$ cat config.mk
export PLATFORM = sky130hd
export DESIGN_NAME = tt_tbuf_arb
export DESIGN_NICKNAME = d
export VERILOG_FILES = /design/src/rtl/tt_tbuf_arb_pkg.sv /design/src/rtl/tt_rr_pick.sv /design/src/rtl/tt_tbuf_arb.sv
export SDC_FILE = /design/constraint.sdc
export NUM_CORES = 1
export LEC_CHECK = 0
export ABC_AREA = 1
export CORE_MARGIN = 2
export CORE_UTILIZATION = 40
export CTS_CLUSTER_SIZE = 16
export DETAILED_ROUTE_END_ITERATION = 7
export GPL_TIMING_DRIVEN = 0
export PLACE_DENSITY = 0.7
export SLEW_MARGIN = 30
export SYNTH_ARGS = -nofsm -noshare
export SYNTH_HDL_FRONTEND = slang
export SYNTH_HIERARCHICAL = 1
export SYNTH_SLANG_ARGS = --single-unit
$ cat constraint.sdc
create_clock -name clk -period 1.98 [get_ports clk]
set_input_delay 0.594 -clock clk [delete_from_list [all_inputs] [get_ports clk]]
set_output_delay 0.594 -clock clk [all_outputs]
set_load 0.005 [all_outputs]
$ cat src/rtl/tt_tbuf_arb_pkg.sv
// Shared state encoding and counter widths for the tristate-bus arbiter.
// Imported by the RTL and the testbench.
package tt_tbuf_arb_pkg;

  typedef enum logic [1:0] {
    ST_IDLE  = 2'd0,
    ST_DRIVE = 2'd1,
    ST_GAP   = 2'd2
  } state_t;

  // Sized for MAX_HOLD up to 255 and TURN_CYC up to 7.
  localparam int HOLD_W = 8;
  localparam int GAP_W  = 3;

endpackage

$ cat src/rtl/tt_rr_pick.sv
// Combinational round-robin picker: first set req bit at or after last+1, wrapping mod N.
module tt_rr_pick #(
  parameter  int N  = 4,
  localparam int IW = $clog2(N)
) (
  input  logic [N-1:0]  req,
  input  logic [IW-1:0] last,
  output logic          valid,
  output logic [IW-1:0] index
);

  // Scan from the farthest offset down so the nearest requester overwrites the rest.
  always_comb begin
    valid = 1'b0;
    index = '0;
    for (int k = N; k >= 1; k--) begin
      if (req[(int'(last) + k) % N]) begin
        valid = 1'b1;
        index = IW'((int'(last) + k) % N);
      end
    end
  end

endmodule

$ cat src/rtl/tt_tbuf_arb.sv
// Tristate-net ownership arbiter: round-robin grant, bounded hold under contention,
// and an all-Hi-Z turnaround gap between successive drivers.
module tt_tbuf_arb
  import tt_tbuf_arb_pkg::*;
#(
  parameter  int N        = 4,
  parameter  int TURN_CYC = 1,
  parameter  int MAX_HOLD = 16,
  localparam int IW       = $clog2(N)
) (
  input  logic          clk,
  input  logic          rst,
  input  logic [N-1:0]  req,
  output logic [N-1:0]  tx,
  output logic [N-1:0]  grant,
  output logic [IW-1:0] owner,
  output logic          busy
);

  state_t              state, state_nxt;
  logic [HOLD_W-1:0]   hold, hold_nxt;
  logic [GAP_W-1:0]    gap_cnt, gap_nxt;
  logic [IW-1:0]       last_owner, last_nxt;
  logic [N-1:0]        grant_nxt;
  logic [IW-1:0]       owner_nxt;
  logic                busy_nxt;
  logic                pick_valid;
  logic [IW-1:0]       pick_idx;
  logic                release_req, preempt;

  tt_rr_pick #(.N(N)) u_pick (
    .req   (req),
    .last  (last_owner),
    .valid (pick_valid),
    .index (pick_idx)
  );

  assign release_req = ~req[owner];
  assign preempt     = (hold == HOLD_W'(MAX_HOLD)) && (|(req & ~grant));

  always_comb begin
    state_nxt = state;
    hold_nxt  = hold;
    gap_nxt   = gap_cnt;
    last_nxt  = last_owner;
    grant_nxt = grant;
    owner_nxt = owner;
    unique case (state)
      ST_IDLE: begin
        grant_nxt = '0;
        owner_nxt = '0;
        if (pick_valid) begin
          state_nxt           = ST_DRIVE;
          grant_nxt[pick_idx] = 1'b1;
          owner_nxt           = pick_idx;
          hold_nxt            = HOLD_W'(1);
        end
      end
      ST_DRIVE: begin
        // Release and preemption collapse into the same single exit.
        if (release_req || preempt) begin
          state_nxt = ST_GAP;
          last_nxt  = owner;
          grant_nxt = '0;
          owner_nxt = '0;
          hold_nxt  = '0;
          gap_nxt   = GAP_W'(1);
        end else if (hold != HOLD_W'(MAX_HOLD)) begin
          hold_nxt = hold + HOLD_W'(1);
        end
      end
      ST_GAP: begin
        if (gap_cnt == GAP_W'(TURN_CYC)) begin
          state_nxt = ST_IDLE;
          gap_nxt   = '0;
        end else begin
          gap_nxt = gap_cnt + GAP_W'(1);
        end
      end
      default: begin
        state_nxt = ST_IDLE;
        grant_nxt = '0;
        owner_nxt = '0;
        hold_nxt  = '0;
        gap_nxt   = '0;
      end
    endcase
    busy_nxt = (state_nxt != ST_IDLE);
  end

  // Registered outputs: tx is a separate flop so it never glitches against grant.
  always_ff @(posedge clk) begin
    if (rst) begin
      state      <= ST_IDLE;
      hold       <= '0;
      gap_cnt    <= '0;
      last_owner <= IW'(N - 1);
      grant      <= '0;
      owner      <= '0;
      busy       <= 1'b0;
      tx         <= '1;
    end else begin
      state      <= state_nxt;
      hold       <= hold_nxt;
      gap_cnt    <= gap_nxt;
      last_owner <= last_nxt;
      grant      <= grant_nxt;
      owner      <= owner_nxt;
      busy       <= busy_nxt;
      tx         <= ~grant_nxt;
    end
  end

endmodule

==> summary.md, run 1 <==
| Metric | Value |
|---|---|
| Routability cong. | 0.801 |
| First-pass GRT wire length | 6000 um |
| Post-layout instance count excluding filler cells | 350 |
| Clk_lat worst skew | approximately 0.27 ns |
| Outcome | finished, final reports clean |
| Ys Warns | 6 |
| Die Area | 4910 sq um |
| Synth top cells by count | 93 x nand2_1, 44 x inv_1, 33 x nor2_1 |
| CTS buffer count | 3 |
| Sequential-to-total area share from yosys stat | 0.298 |
| Buf/Inv on CP | 1 |
| Final nets | 311 |
| Post-CTS setup buffer count | 0 |
| Synth Register Bits | 26 |
| Die Width | 70.1 um |
| Initial core utilization | 0.407 |
| Yosys cell types | 29 |
| Cell count of the worst reg-to-reg path | 14 |
| Worst Setup End Kind | primary output |
| Gr ovfl total | 0 |
| Worst vdd ir | 826 uV |
| Unrepaired setup endpoints after global routing | false |
| Critical-path top delay cell | clkdlybuf4s50_1 |
| Initial antenna violation count | 0 |
| Vias per cell | 4.53 |
| Final setup viols | 0 |
| Mapped Area | between 1500 and 2000 sq um |
| Async SR Flop Fraction | 0 |
| Most frequent cell after synthesis | nand2_1 |
| WL/cell | 9.80 um |
| Post-synth EDFFs | 0 |
| PortBufs | 16 |
| Layout cells sized above 1 | 0.148 |
| Critical Path Fanout Max | 5 |
| Core area | 4290 sq um |
| Synth top area cells | dfxtp_1 30%, nand2_1 20%, inv_1 9.5% |
| Ys flop type | dfxtp_1 |
| Fin. Hold Viols | 0 |
| Period minus WS final | ~1.8 ns |
| Vias | 1587 |
| Layout Skew | 0.00484 ns |
| Final period util | 0.933 |
| Crit-path max cell delay | around 0.54 ns |
| Worst r2r src | last_owner[0] |
| Largest net degree at the start of global routing | 15 |
| Data required, critical path | 1.39 ns |
| TritonCTS clock tree | yes |
| Clock Pin Slew Worst Setup and Hold Paths | 0.09 ns |
| Fmax | 541 MHz |
| Die height | about 70 um |
| CTS H-tree depth | 1 |
| CP Class | reg -> out |
| Yosys top cell by area | dfxtp_1 |
| Worst slew pin tran | 0.457 ns |
| Synth Instances | 278 |
| Hold Path Origin | gap_cnt[2] |
| Arr. time, crit path | 1.25 ns |
| # diodes | 0 |
| CTS max path bufs | 2 |
| PwrDens | 1290 nW/um^2 |
| Reg2Reg Capture Point | tx[1] |
| I/O pins | 17 |
| Post-Syn Nets | 290 |
| Rows | 24 |
| CP top delay family | buffers and inverters |
| Worst path cell trace | clkdlybuf4s50_1 |
| Worst Hold Path EP | gap_cnt[2] |
| Sink Count | 26 |
| Antenna viol nets, final | 0 |
| Number of max-cap violations | 0 |
| WHS | approximately 0.49 ns |
| Residual DRC count | 0 |
| Slew HR | 0.696 |
| Top cell type's share of synthesized area | 0.298 |
| Setup tns final | 0 ns |
| First-pass DRT Iterations | 4 |
| Syn_area_per_cell | 6.28 sq um |
| Root buf cell | clkbuf_8 |
| Post-CTS Hold Fix Bufs | 0 |
| DRT iter0 DRCs | 67 |
| Min-Delay Path Class | reg -> reg |
| Post-detail-place hpwl | 2730 um |
| Pins Over Slew Limit | 0 |
| Placed insts | 346 |
| WHS Path Cells | 2 |
| Overall Global Routing Usage | 0.149 |
| Vias in the first global route | 1441 |
| CP Launch Type | register |
| PnR Total Power | ~0.0026 W |
| Area growth from synthesis to final layout | 17.0% |
| P_leak | roughly 1.1 nW |
| Routed wire length | between 3000 and 4000 um |
| Flop2flop setup slack | 0.36 ns |
==> placed cells by master, fill, tap and decap left out <==
master           Yosys  routed
nand2_2              9       9
o21ai_0              7       7
dfxtp_1             26      26
a21boi_2             0       1
nand3b_2             1       1
dlymetal6s2s_1       0       1
nand3_4              1       1
inv_6                1       1
inv_1               44      44
buf_6                1       1
a21oi_1              5       5
nand4_4              1       1
xor2_1               3       3
buf_4                1       1
nand2_4              5       5
nand2_1             93      93
dlygate4sd2_1        0       3
nor2_2               2       3
o211ai_1             1       1
clkinv_1             1       1
clkdlybuf4s50_1      0      12
nand4_1              5       5
o21ai_2              1       2
and2_4               1       1
nand3_2              2       2
nand3_1             15      15
ha_1                 6       6
buf_1                1       1
inv_2                8       8
nor2_4               2       3
clkbuf_8             0       4
nor2_1              33      31
==> registers in the layout, summed over array words and instances (netlist names) <==
name        flops
busy            1
gap_cnt         3
grant           4
hold            8
last_owner      2
owner           2
state           2
tx              4
==> where the power goes <==
group          total (W)  internal, W  switching, W  leakage, nW
Clock           0.000345     0.000178      0.000167       0.0288
Combinational    0.00148     0.000599      0.000882        0.835
Sequential      0.000812     0.000682      0.000130        0.213
==> through the flow <==
step	area (sq um)	util	setup WS (ns)
finish	2040	0.476	0.132
detailed placement	1970	0.459	-0.425
global placement	1970	0.459	-0.440
CTS	2040	0.475	0.0439
global route	2040	0.476	0.0574
floorplan	1750	-	0.360
==> kinds of logic after synthesis <==
logic type,Yosys count,synth area share
AOI/OAI and AO/OA,16,0.0509
DFF,26,0.298
adders and majority gates,6,0.0430
buffers and inverters,57,0.132
and+or+nand+nor,170,0.461
xor gates and xnor gates,3,0.0150
==> worst min-delay path, stage by stage, from the launching register on <==
cell and delay (ns):
dfxtp_1 0.34, nand2_1 0.07, a21oi_1 0.05
==> how the worst max path moves through the flow <==
| stage | start | to | cells past startpoint |
|---|---|---|---|
| global route | req[2] | grant[2] | 13 |
| floorplan | req[1] | hold[1] | 11 |
| CTS | req[0] | tx[1] | 14 |
| detailed placement | req[2] | tx[2] | 12 |
| finish | owner[1] | owner[1] | 1 |
| global placement | req[2] | tx[2] | 12 |
==> area by class of cell <==
cell class / count / area (sq um)
plain buffers: 3 / 22.5
repair buffers: 16 / 159
flip-flops and latches: 26 / 520
clock buffers: 4 / 55.1
well taps: 52 / 65.1
inverters: 54 / 208
multi-input cells: 195 / 1010
fillers: 457 / 2250
==> metal layers <==
| metal | vias up | track usage | part of all wire |
|---|---|---|---|
| met5 | - | 0 | 0 |
| met4 | 0 | 0.0577 | 0.015 |
| met3 | 5 | 0.0216 | 0.017 |
| met2 | 12 | 0.259 | 0.48 |
| met1 | 692 | 0.186 | 0.49 |
| li1 | 878 | - | - |
==> what timing repair did <==
action / 4_1_cts / 5_1_grt
resized for setup: 8 / 1
pin swaps: 1 / 0
endpoints found under the setup margin: 16 / 18
Power figures use the tool's default switching activity.
==> inputs of run 2 (changes only) <==
--- a/config.mk
+++ b/config.mk
@@ -6,6 +6,7 @@
 export NUM_CORES = 1
 export LEC_CHECK = 0
 export ABC_AREA = 1
+export CAP_MARGIN = 20
 export CORE_MARGIN = 2
 export CORE_UTILIZATION = 40
 export CTS_CLUSTER_SIZE = 16
==> results of run 2 <==
Final layout, timing and power as in run 1 (identical DEF).
==> inputs of run 3 (changes only) <==
--- a/config.mk
+++ b/config.mk
@@ -18,3 +18,4 @@
 export SYNTH_HDL_FRONTEND = slang
 export SYNTH_HIERARCHICAL = 1
 export SYNTH_SLANG_ARGS = --single-unit
+export TNS_END_PERCENT = 50
==> run 3 against run 2 <==
Compared with the run above: combinational power about the same; critical path type unchanged; sequential cell count unchanged; via count up 0.32%; worst hold slack barely moved; final cell count unchanged; setup slack improved by 0.0066 ns; clock-buffer cell count did not move; largest power group unchanged; fmax grew 0.36%.
==> summary.md, run 3 (same netlist as run 1, synthesis figures left out) <==
| Metric | Value |
|---|---|
| Outcome | finished, final reports clean |
| Pins Over Slew Limit | 0 |
| Flop2flop setup slack | 0.36 ns |
| Top reg by flops | hold |
| CTS max path bufs | 2 |
| Final worst setup slack | 0.139 ns |
| Rows | 24 |
| Layout Skew | 0.00168 ns |
| CTS H-tree depth | 1 |
| Placed insts | about 350 |
| Fin. Hold Viols | 0 |
| Routability cong. | 0.801 |
| Crit-path max cell delay | 0.54 ns |
| Final period util | 0.930 |
| Post-layout util | 0.477 |
| Post-detail-place hpwl | ~2700 um |
| Data required, critical path | 1.39 ns |
| Area growth from synthesis to final layout | 17.2% |
| CP top delay family | buffers and inverters |
| Sink Count | 26 |
| Clock Pin Slew Worst Setup and Hold Paths | 0.09 ns |
| Initial antenna violation count | 0 |
| Overall Global Routing Usage | 0.150 |
| Most common cell after layout, fill and taps aside | nand2_1 |
| Final instance area | 2050 sq um |
| Post-layout instance count excluding filler cells | 350 |
| Setup tns final | 0 ns |
| Vias per cell | 4.55 |
| Psw | 0.00118 W |
| Gate power share | 0.561 |
| PwrDens | approximately 1300 nW/um^2 |
| Largest net degree at the start of global routing | 15 |
| Gr ovfl total | 0 |
| Number of flip-flops in the largest register | 8 |
| Area post-placement | 1970 sq um |
| Critical-path top delay cell | clkdlybuf4s50_1 |
| P_int | around 0.0015 W |
| Die Area | a little under 5000 sq um |
| Fmax | 543 MHz |
| Worst path cell trace | clkdlybuf4s50_1 |
| Switching share of total power | 0.448 |
| Place WS | -0.425 ns |
| Worst Setup End Kind | primary output |
| CP Launch Type | register |
| Clock share of power | 0.132 |
| Slew HR | 0.678 |
| Period minus WS final | 1.84 ns |
| Worst vdd ir | 830 uV |
| CTS buffer count | 3 |
| # diodes | 0 |
| Layout cells sized above 1 | 0.148 |
| Most frequent cells in the layout | 93 x nand2_1, 44 x inv_1, 31 x nor2_1, 26 x dfxtp_1, 15 x nand3_1 |
| Filler cell count in the final layout | 456 |
| P_leak | 1.08 nW |
| Top Registers | hold (8), grant (4), tx (4) |
| WL/cell | 9.80 um |
| First-pass GRT wire length | 6010 um |
| TritonCTS clock tree | yes |
| Initial core utilization | 0.407 |
| Die Width | 70.1 um |
| Number of max-cap violations | 0 |
| Die height | approximately 70 um |
| DRT iter0 DRCs | 57 |
| Vias in the first global route | 1445 |
| First-pass DRT Iterations | 4 |
| Vias | 1592 |
| Antenna viol nets, final | 0 |
| Core area | 4290 sq um |
| CP Class | reg -> out |
| Arr. time, crit path | between 1 and 1.5 ns |
| Min-Delay Path Class | reg -> reg |
| Clk_lat worst skew | 0.27 ns |
| Final setup viols | 0 |
| Reg power frac | 0.307 |
| Final nets | 311 |
| I/O pins | 17 |
| Buf/Inv on CP | 1 |
| Routed wire length | between 3000 and 4000 um |
| Critical Path Fanout Max | 5 |
| PortBufs | 16 |
| Unrepaired setup endpoints after global routing | false |
| Residual DRC count | 0 |
| Worst slew pin tran | 0.483 ns |
| Root buf cell | clkbuf_8 |
## run 3: changes by cell type in the layout (fill, tap and decap cells not counted), sizes merged
cell	before	now
dlygate4sd2	3	2
dlymetal6s2s	1	2
## run 3: final timing paths
kind | start | endpoint | depth (start not counted)
setup / recovery | owner[1] | owner[1] | 1
hold / removal | gap_cnt[2] | gap_cnt[2] | 2
setup reg to reg | last_owner[0] | hold[7] | 11
hold reg to reg | gap_cnt[2] | gap_cnt[2] | 2
## run 3: power by group through the flow
| stage | clock, W | combinational [W] | sequential (W) |
|---|---|---|---|
| detailed placement | 0 | 0.00146 | 0.000826 |
| global route | 0.000382 | 0.00170 | 0.000833 |
| floorplan | 0 | 0.00108 | 0.000804 |
| finish | 0.000350 | 0.00148 | 0.000810 |
| global placement | 0 | 0.00144 | 0.000821 |
| CTS | 0.000356 | 0.00150 | 0.000813 |
## run 3: area by class of cell
type                    instances  area [sq um]  share of cell area
clock buffers                   4          55.1              0.0269
multi-input cells             195          1010               0.495
well taps                      52          65.1              0.0318
repair buffers                 16           163              0.0795
inverters                      54           208               0.101
plain buffers                   3          22.5              0.0110
flip-flops and latches         26           520               0.254
## run 3: metal layers
layer  vias to the layer above  part of all wire  global-route usage
li1                        881                 -                   -
met1                       694              0.50               0.186
met2                        12              0.47               0.260
met3                         5             0.015              0.0216
met4                         0             0.015              0.0577
met5                         -                 0                   0
## run 3: through the flow
stage,hold slack [ns],total power (W)
global placement,0.473,0.00226
finish,0.490,0.00264
global route,0.509,0.00292
floorplan,0.455,0.00189
CTS,0.493,0.00267
detailed placement,0.478,0.00229
## run 3: repair_timing
item	CTS	global route
endpoints found under the setup margin	16	20
hold buffers	0	0
buffers inserted	0	0
hold endpoints to repair	0	0
pin swaps	1	2
gates resized for setup	7	2
